===== config.mk =====
export PLATFORM = sky130hd
export DESIGN_NAME = ram_loader_flat
export DESIGN_NICKNAME = d
export VERILOG_FILES = /design/src/rtl/ram_loader_pkg.sv /design/src/rtl/ram_loader_if.sv /design/src/rtl/ram_loader_load_pipe.sv /design/src/rtl/ram_loader.sv /design/src/flat_wrapper.sv
export SDC_FILE = /design/constraint.sdc
export NUM_CORES = 1
export LEC_CHECK = 0
export ABC_AREA = 1
export CORE_UTILIZATION = 46
export DETAILED_ROUTE_END_ITERATION = 8
export PLACE_DENSITY = 0.76
export SLEW_MARGIN = 20
export SYNTH_ARGS = -nofsm -noshare
export SYNTH_HDL_FRONTEND = slang
export SYNTH_SLANG_ARGS = --single-unit
export TNS_END_PERCENT = 30

===== constraint.sdc =====
create_clock -name clock -period 2.9 [get_ports clock]
set_input_delay 0.435 -clock clock [delete_from_list [all_inputs] [get_ports clock]]
set_output_delay 0.435 -clock clock [all_outputs]
set_load 0.01 [all_outputs]

===== src/rtl/ram_loader_pkg.sv =====
// Shared types and constants for the RAM initialiser.
package ram_loader_pkg;

    typedef enum logic [1:0] {
        IDLE  = 2'd0,
        ISSUE = 2'd1,
        DRAIN = 2'd2,
        DONE  = 2'd3
    } state_t;

    localparam logic MODE_COPY = 1'b0;
    localparam logic MODE_FILL = 1'b1;

endpackage


===== src/rtl/ram_loader_if.sv =====
// Bundle of control, external-port, ROM and RAM signals around the loader.
interface ram_loader_if #(
    parameter int DATA_W = 8,
    parameter int ADDR_W = 19,
    parameter int SRC_W  = 17
);
    // control
    logic              start;
    logic              mode;
    logic [DATA_W-1:0] fill_value;
    logic [ADDR_W-1:0] dst_base;
    logic              busy;
    logic              done;
    logic              init_done;
    // external RAM port
    logic [ADDR_W-1:0] ext_addr;
    logic [DATA_W-1:0] ext_data;
    logic              ext_wren;
    logic              ext_ready;
    logic [DATA_W-1:0] q_out;
    // ROM side
    logic [SRC_W-1:0]  rom_addr;
    logic [DATA_W-1:0] rom_q;
    // RAM side
    logic [ADDR_W-1:0] ram_addr;
    logic [DATA_W-1:0] ram_data;
    logic              ram_wren;
    logic [DATA_W-1:0] ram_q;

    // The loader itself.
    modport slave (
        input  start, mode, fill_value, dst_base,
        input  ext_addr, ext_data, ext_wren,
        input  rom_q, ram_q,
        output busy, done, init_done, ext_ready, q_out,
        output rom_addr, ram_addr, ram_data, ram_wren
    );

    // The environment: controller, external user, ROM and RAM.
    modport master (
        output start, mode, fill_value, dst_base,
        output ext_addr, ext_data, ext_wren,
        output rom_q, ram_q,
        input  busy, done, init_done, ext_ready, q_out,
        input  rom_addr, ram_addr, ram_data, ram_wren
    );

endinterface


===== src/rtl/ram_loader_load_pipe.sv =====
// Delay line that carries {valid, source index} alongside the ROM read latency.
module load_pipe #(
    parameter int SRC_W = 17,
    parameter int DEPTH = 1
) (
    input  logic             clock,
    input  logic             reset,
    input  logic             in_valid,
    input  logic [SRC_W-1:0] in_tag,
    output logic             out_valid,
    output logic [SRC_W-1:0] out_tag
);

    genvar gi;
    generate
        for (gi = 0; gi < DEPTH; gi++) begin : g_stage
            logic             valid_reg;
            logic [SRC_W-1:0] tag_reg;
            logic             valid_in;
            logic [SRC_W-1:0] tag_in;

            if (gi == 0) begin : g_head
                assign valid_in = in_valid;
                assign tag_in   = in_tag;
            end else begin : g_body
                assign valid_in = g_stage[gi-1].valid_reg;
                assign tag_in   = g_stage[gi-1].tag_reg;
            end

            // Valid bit is cleared by reset so an aborted load leaves no stray writes.
            always_ff @(posedge clock or posedge reset) begin
                if (reset) begin
                    valid_reg <= 1'b0;
                end else begin
                    valid_reg <= valid_in;
                end
            end

            // Tag only matters when valid is set, so it needs no reset.
            always_ff @(posedge clock) begin
                tag_reg <= tag_in;
            end
        end
    endgenerate

    assign out_valid = g_stage[DEPTH-1].valid_reg;
    assign out_tag   = g_stage[DEPTH-1].tag_reg;

endmodule


===== src/rtl/ram_loader.sv =====
// RAM initialiser: copies a ROM image or writes a constant into a RAM window,
// then hands the RAM to the external port.
module ram_loader
    import ram_loader_pkg::*;
#(
    parameter int DATA_W    = 8,
    parameter int ADDR_W    = 19,
    parameter int SRC_W     = 17,
    parameter int IMG_WORDS = 76800,
    parameter int ROM_LAT   = 1
) (
    input  logic       clock,
    input  logic       reset,
    ram_loader_if.slave bus
);

    localparam logic [SRC_W-1:0] LAST_IDX   = SRC_W'(IMG_WORDS - 1);
    // The registered rom_addr adds one stage in front of the ROM latency.
    localparam logic [2:0]       DRAIN_LAST = 3'(ROM_LAT);

    state_t            state_reg;
    state_t            state_next;
    logic [SRC_W-1:0]  idx_reg;
    logic              mode_reg;
    logic [DATA_W-1:0] fill_reg;
    logic [ADDR_W-1:0] base_reg;
    logic [2:0]        drain_reg;
    logic              init_done_reg;
    logic [SRC_W-1:0]  rom_addr_reg;
    logic              rom_vld_reg;
    logic [ADDR_W-1:0] ram_addr_reg;
    logic [DATA_W-1:0] ram_data_reg;
    logic              ram_wren_reg;
    logic              pipe_valid;
    logic [SRC_W-1:0]  pipe_tag;
    logic              last_word;

    assign last_word = (idx_reg == LAST_IDX);

    load_pipe #(
        .SRC_W (SRC_W),
        .DEPTH (ROM_LAT)
    ) u_load_pipe (
        .clock     (clock),
        .reset     (reset),
        .in_valid  (rom_vld_reg),
        .in_tag    (rom_addr_reg),
        .out_valid (pipe_valid),
        .out_tag   (pipe_tag)
    );

    // State register; reset lands in ISSUE so an auto COPY starts on release.
    always_ff @(posedge clock or posedge reset) begin
        if (reset) begin
            state_reg <= ISSUE;
        end else begin
            state_reg <= state_next;
        end
    end

    // Next-state logic.
    always_comb begin
        state_next = state_reg;
        case (state_reg)
            IDLE:    if (bus.start) state_next = ISSUE;
            ISSUE:   if (last_word) state_next = (mode_reg == MODE_FILL) ? DONE : DRAIN;
            DRAIN:   if (drain_reg == DRAIN_LAST) state_next = DONE;
            default: state_next = IDLE;
        endcase
    end

    // Status outputs decoded from state, plus the registered port drivers.
    always_comb begin
        bus.busy      = (state_reg != IDLE);
        bus.done      = (state_reg == DONE);
        bus.ext_ready = (state_reg == IDLE);
        bus.init_done = init_done_reg;
        bus.q_out     = bus.ram_q;
        bus.rom_addr  = rom_addr_reg;
        bus.ram_addr  = ram_addr_reg;
        bus.ram_data  = ram_data_reg;
        bus.ram_wren  = ram_wren_reg;
    end

    // Load parameters, word index, ROM issue and drain counting.
    always_ff @(posedge clock or posedge reset) begin
        if (reset) begin
            idx_reg       <= '0;
            mode_reg      <= MODE_COPY;
            fill_reg      <= '0;
            base_reg      <= '0;
            drain_reg     <= '0;
            init_done_reg <= 1'b0;
            rom_addr_reg  <= '0;
            rom_vld_reg   <= 1'b0;
        end else begin
            rom_vld_reg <= 1'b0;
            case (state_reg)
                IDLE: begin
                    if (bus.start) begin
                        mode_reg      <= bus.mode;
                        fill_reg      <= bus.fill_value;
                        base_reg      <= bus.dst_base;
                        idx_reg       <= '0;
                        init_done_reg <= 1'b0;
                    end
                end
                ISSUE: begin
                    drain_reg <= '0;
                    if (mode_reg == MODE_COPY) begin
                        rom_addr_reg <= idx_reg;
                        rom_vld_reg  <= 1'b1;
                    end
                    if (!last_word) begin
                        idx_reg <= idx_reg + SRC_W'(1);
                    end
                end
                DRAIN: begin
                    drain_reg <= drain_reg + 3'd1;
                end
                default: begin
                end
            endcase
            if (state_next == DONE) begin
                init_done_reg <= 1'b1;
            end
        end
    end

    // RAM port register: external port when idle, otherwise FILL words or ROM data.
    always_ff @(posedge clock or posedge reset) begin
        if (reset) begin
            ram_addr_reg <= '0;
            ram_data_reg <= '0;
            ram_wren_reg <= 1'b0;
        end else if (state_reg == IDLE) begin
            ram_addr_reg <= bus.ext_addr;
            ram_data_reg <= bus.ext_data;
            ram_wren_reg <= bus.ext_wren;
        end else if (state_reg == ISSUE && mode_reg == MODE_FILL) begin
            ram_addr_reg <= base_reg + ADDR_W'(idx_reg);
            ram_data_reg <= fill_reg;
            ram_wren_reg <= 1'b1;
        end else begin
            ram_wren_reg <= pipe_valid;
            if (pipe_valid) begin
                ram_addr_reg <= base_reg + ADDR_W'(pipe_tag);
                ram_data_reg <= bus.rom_q;
            end
        end
    end

endmodule


===== src/flat_wrapper.sv =====
// flat-port wrapper written by rule: the top's interface ports become plain ports
module ram_loader_flat import ram_loader_pkg::*;
#(
    parameter int DATA_W    = 8,
    parameter int ADDR_W    = 19,
    parameter int SRC_W     = 17,
    parameter int IMG_WORDS = 76800,
    parameter int ROM_LAT   = 1
)
  (clock, reset, bus_start, bus_mode, bus_fill_value, bus_dst_base, bus_ext_addr, bus_ext_data, bus_ext_wren, bus_rom_q, bus_ram_q, bus_busy, bus_done, bus_init_done, bus_ext_ready, bus_q_out, bus_rom_addr, bus_ram_addr, bus_ram_data, bus_ram_wren);
  ram_loader_if #(.DATA_W(DATA_W), .ADDR_W(ADDR_W), .SRC_W(SRC_W)) bus_i ();
  input  logic clock;
  input  logic reset;
  input wire logic [$bits(bus_i.start)-1:0] bus_start;
  input wire logic [$bits(bus_i.mode)-1:0] bus_mode;
  input wire logic [$bits(bus_i.fill_value)-1:0] bus_fill_value;
  input wire logic [$bits(bus_i.dst_base)-1:0] bus_dst_base;
  input wire logic [$bits(bus_i.ext_addr)-1:0] bus_ext_addr;
  input wire logic [$bits(bus_i.ext_data)-1:0] bus_ext_data;
  input wire logic [$bits(bus_i.ext_wren)-1:0] bus_ext_wren;
  input wire logic [$bits(bus_i.rom_q)-1:0] bus_rom_q;
  input wire logic [$bits(bus_i.ram_q)-1:0] bus_ram_q;
  output wire logic [$bits(bus_i.busy)-1:0] bus_busy;
  output wire logic [$bits(bus_i.done)-1:0] bus_done;
  output wire logic [$bits(bus_i.init_done)-1:0] bus_init_done;
  output wire logic [$bits(bus_i.ext_ready)-1:0] bus_ext_ready;
  output wire logic [$bits(bus_i.q_out)-1:0] bus_q_out;
  output wire logic [$bits(bus_i.rom_addr)-1:0] bus_rom_addr;
  output wire logic [$bits(bus_i.ram_addr)-1:0] bus_ram_addr;
  output wire logic [$bits(bus_i.ram_data)-1:0] bus_ram_data;
  output wire logic [$bits(bus_i.ram_wren)-1:0] bus_ram_wren;
  assign bus_i.start = bus_start;
  assign bus_i.mode = bus_mode;
  assign bus_i.fill_value = bus_fill_value;
  assign bus_i.dst_base = bus_dst_base;
  assign bus_i.ext_addr = bus_ext_addr;
  assign bus_i.ext_data = bus_ext_data;
  assign bus_i.ext_wren = bus_ext_wren;
  assign bus_i.rom_q = bus_rom_q;
  assign bus_i.ram_q = bus_ram_q;
  assign bus_busy = bus_i.busy;
  assign bus_done = bus_i.done;
  assign bus_init_done = bus_i.init_done;
  assign bus_ext_ready = bus_i.ext_ready;
  assign bus_q_out = bus_i.q_out;
  assign bus_rom_addr = bus_i.rom_addr;
  assign bus_ram_addr = bus_i.ram_addr;
  assign bus_ram_data = bus_i.ram_data;
  assign bus_ram_wren = bus_i.ram_wren;
  ram_loader #(.DATA_W(DATA_W), .ADDR_W(ADDR_W), .SRC_W(SRC_W), .IMG_WORDS(IMG_WORDS), .ROM_LAT(ROM_LAT)) u_core (.clock(clock), .reset(reset), .bus(bus_i));
endmodule

==> flow_summary.toml <==
[run_status]
status = "completed"

[detailed_routing]
wl_per_cell_um = 14.5
drtIter0Drc = 381
drtAntennaViolNets = 0
drc = 0
drt-total-wl_um = 16000
dr.pass1.iters = 4
via_count = 5742
routed_via_density = 5.21

[synth]
async_reset_ff_share_pct = 85.2
yosysWarnings = 0
yosysSeqAreaShare_pct = 45.4
synth.cell_area_um2 = 6160
synth_edf_count = 0
synthFlopType = "dfrtp_1"
syn_nets = 910
avgSynthCellArea_um2 = 7.61
ys_types = 36
synth_cells = 809
ys_ff_latch = 115

[grt]
grt_pass1_wl_um = 26900
grt_max_degree = 36
overflow = 0
grt_pass1_vias = 5504
grt_usage_pct = 24.4
antenna_found_initial = 0

[setup_path]
max_stage_delay_ns = 0.55
cp.arrival_ns = 2.99
cp.required_ns = 3.20
worstSetupEndpointType = "flip-flop"
cpMostUsedCell = "nand2_1"
crit_family = "simple AND/OR/NAND/NOR gates"
crit_chain = "ha_1 > nand2_1 > buf_12 > nand2_1 > o21ai_0 > ha_2 > fa_2 > nand3_1 > nand3_2 > nand3_1 > nand2_1 > nand2_1 > nand2_1 > nand2_1 > nand3_1 > nand2_1 > nand2_1"
cp_num_buf_inv = 1
crit_slowest_cell = "dfstp_2"
crit_fanout = 35
crit_type = "flip-flop to flip-flop"
start_kind = "flip-flop"

[clock_network]
cts_buffers = 17
cts.path.max_buffers = 2
root_buffer = "clkbuf_16"
cts_sinks = 115
htreeDepth = 4
path_clk_slew_ns = 0.06
clock_latency_ns = 0.41
cts_tree = "built"

[sta]
slew_viol_final = 0
worstMarginPinSlew_ns = 0.654
hold_viol = 0
holdWs_ns = 0.351
fmax_ghz = 0.371
finalCritPeriodShare_pct = 92.8
clock-skew-final_ns = 0.00718
finalSetupTns_ns = 0
setup_viol = 0
min_period_ns = 2.69
rsz0062_at_grt = "false"
slew_headroom_pct = 56.3
worst_slack_ns = 0.208

[floorplanning]
die_h_um = 118
core_area_um2 = 12800
num_rows = 41
ios = 132
dieArea_um2 = 13800
start_util_pct = 48.0
die_w_um = 118

[placed_design]
io_buffers = 115
place.gp.congestion = 0.904
place_ws_ns = 0.143
dpl.hpwl_um = 11400
dp_cells = 1071

[pwr]
p_leak_nw = 3.81
p_per_area_nw_per_um2 = 938
ir_drop_mv = 0.447

[cells_and_area]
utilization_pct = 62.9
drive_above_1_share_pct = 7.52
diodes = 0
multi_input_area_um2 = 2920
area_growth_pct = 31.1
fillers = 1115
nets = 1019
seqCellArea_um2 = 2790
stdcell_count = 1103

[job]
drv_cap = 0

[worst_hold_path]
min_path_type = "flip-flop to flip-flop"
[metal layers]
metal / up-vias / GRT usage [%] / routed length (um)
met1: 2674 / 32.8 / 7210
met4: 0 / 7.85 / 234
li1: 2838 / - / -
met2: 210 / 39.0 / 7570
met3: 20 / 5.38 / 941
met5: - / 0 / 0
[through the flow]
step                area, um2  total power (W)
floorplan                6160          0.00437
global placement         7470          0.00543
detailed placement       7470          0.00548
CTS                      8060          0.00757
global route             8070          0.00813
finish                   8070          0.00757
[power breakdown]
group / switching (W) / internal [W] / leakage, nW
Combinational: 0.00186 / 0.00127 / 2.13
Clock: 0.000734 / 0.00133 / 0.287
Sequential: 0.000286 / 0.00209 / 1.40
[final cells by class]
class / instances / area share, %
clock buffers: 23 / 5.92
well taps: 172 / 2.67
clock inverters: 9 / 1.30
multi-input cells: 593 / 36.2
inverters: 62 / 2.96
flip-flops and latches: 115 / 34.6
repair buffers: 129 / 16.3
[final timing paths]
check | startpoint | to | slack (ns) | cells after the start
max in group asynchronous | reset | u_core.bus.ram_addr[2]$_DFFE_PP0P_ | 1.70 | 4
min in group asynchronous | reset | u_core.base_reg[0]$_DFFE_PP0P_ | 0.48 | 2
min reg2reg | u_core.rom_vld_reg$_DFF_PP0_ | u_core.u_load_pipe.out_valid$_DFF_PP0_ | 0.35 | 0
max | u_core.state_reg[0]$_DFF_PP1_ | u_core.bus.ram_addr[12]$_DFFE_PP0P_ | 0.21 | 17
min | u_core.rom_vld_reg$_DFF_PP0_ | u_core.u_load_pipe.out_valid$_DFF_PP0_ | 0.35 | 0
max reg2reg | u_core.state_reg[0]$_DFF_PP1_ | u_core.bus.ram_addr[12]$_DFFE_PP0P_ | 0.21 | 17
[logic make-up after synthesis]
logic type / after synthesis / synth area share [%]
AND/OR/NAND/NOR: 418 / 27.9
AO/OA/AOI/OAI: 136 / 12.1
flip-flops: 115 / 45.4
buffers and inverters: 101 / 7.38
adder cells (fa/ha/maj): 26 / 5.41
XOR/XNOR: 13 / 1.85
[what timing repair did]
item | CTS | global route
hold buffers | 0 | 0
setup buffers | 0 | 0
hold endpoints to repair | 0 | 0
setup endpoints to repair | 0 | 11
resized for setup | 0 | 8
[cells in the mapped netlist, types with 3 or more instances]
master,instances,area (um2)
buf_4,11,82.6
nand3_1,57,285
clkbuf_1,13,48.8
o31ai_1,3,22.5
inv_2,5,18.8
dfrtp_1,97,2430
o21ai_0,62,310
a31oi_1,3,18.8
a21oi_1,51,255
xnor2_1,5,43.8
nand2_1,283,1060
nor2_1,50,188
ha_1,25,313
xor2_1,8,70.1
inv_1,55,206
o21ai_2,10,87.6
nor3_1,7,35.0
o21a_1,3,22.5
nand4_1,12,75.1
buf_2,13,65.1
dfxtp_1,17,340
[layout by cell type (no fill, tap or decap), types with 3 or more instances in the layout]
master,instances
clkinv_2,4
ha_1,24
buf_12,5
o21ai_1,5
clkbuf_1,3
a21oi_1,51
nand3_1,56
inv_2,5
a31oi_1,3
xnor2_1,5
buf_4,9
clkbuf_8,3
inv_1,54
dfxtp_1,17
dfrtp_1,97
clkbuf_16,17
xor2_1,8
o21ai_2,10
nor2_1,50
o21a_1,3
nand4_1,12
clkdlybuf4s50_1,115
o21ai_0,58
nand2_1,282
o31ai_1,3
nor3_1,7
Note: power is estimated with default switching activity, not from simulation.
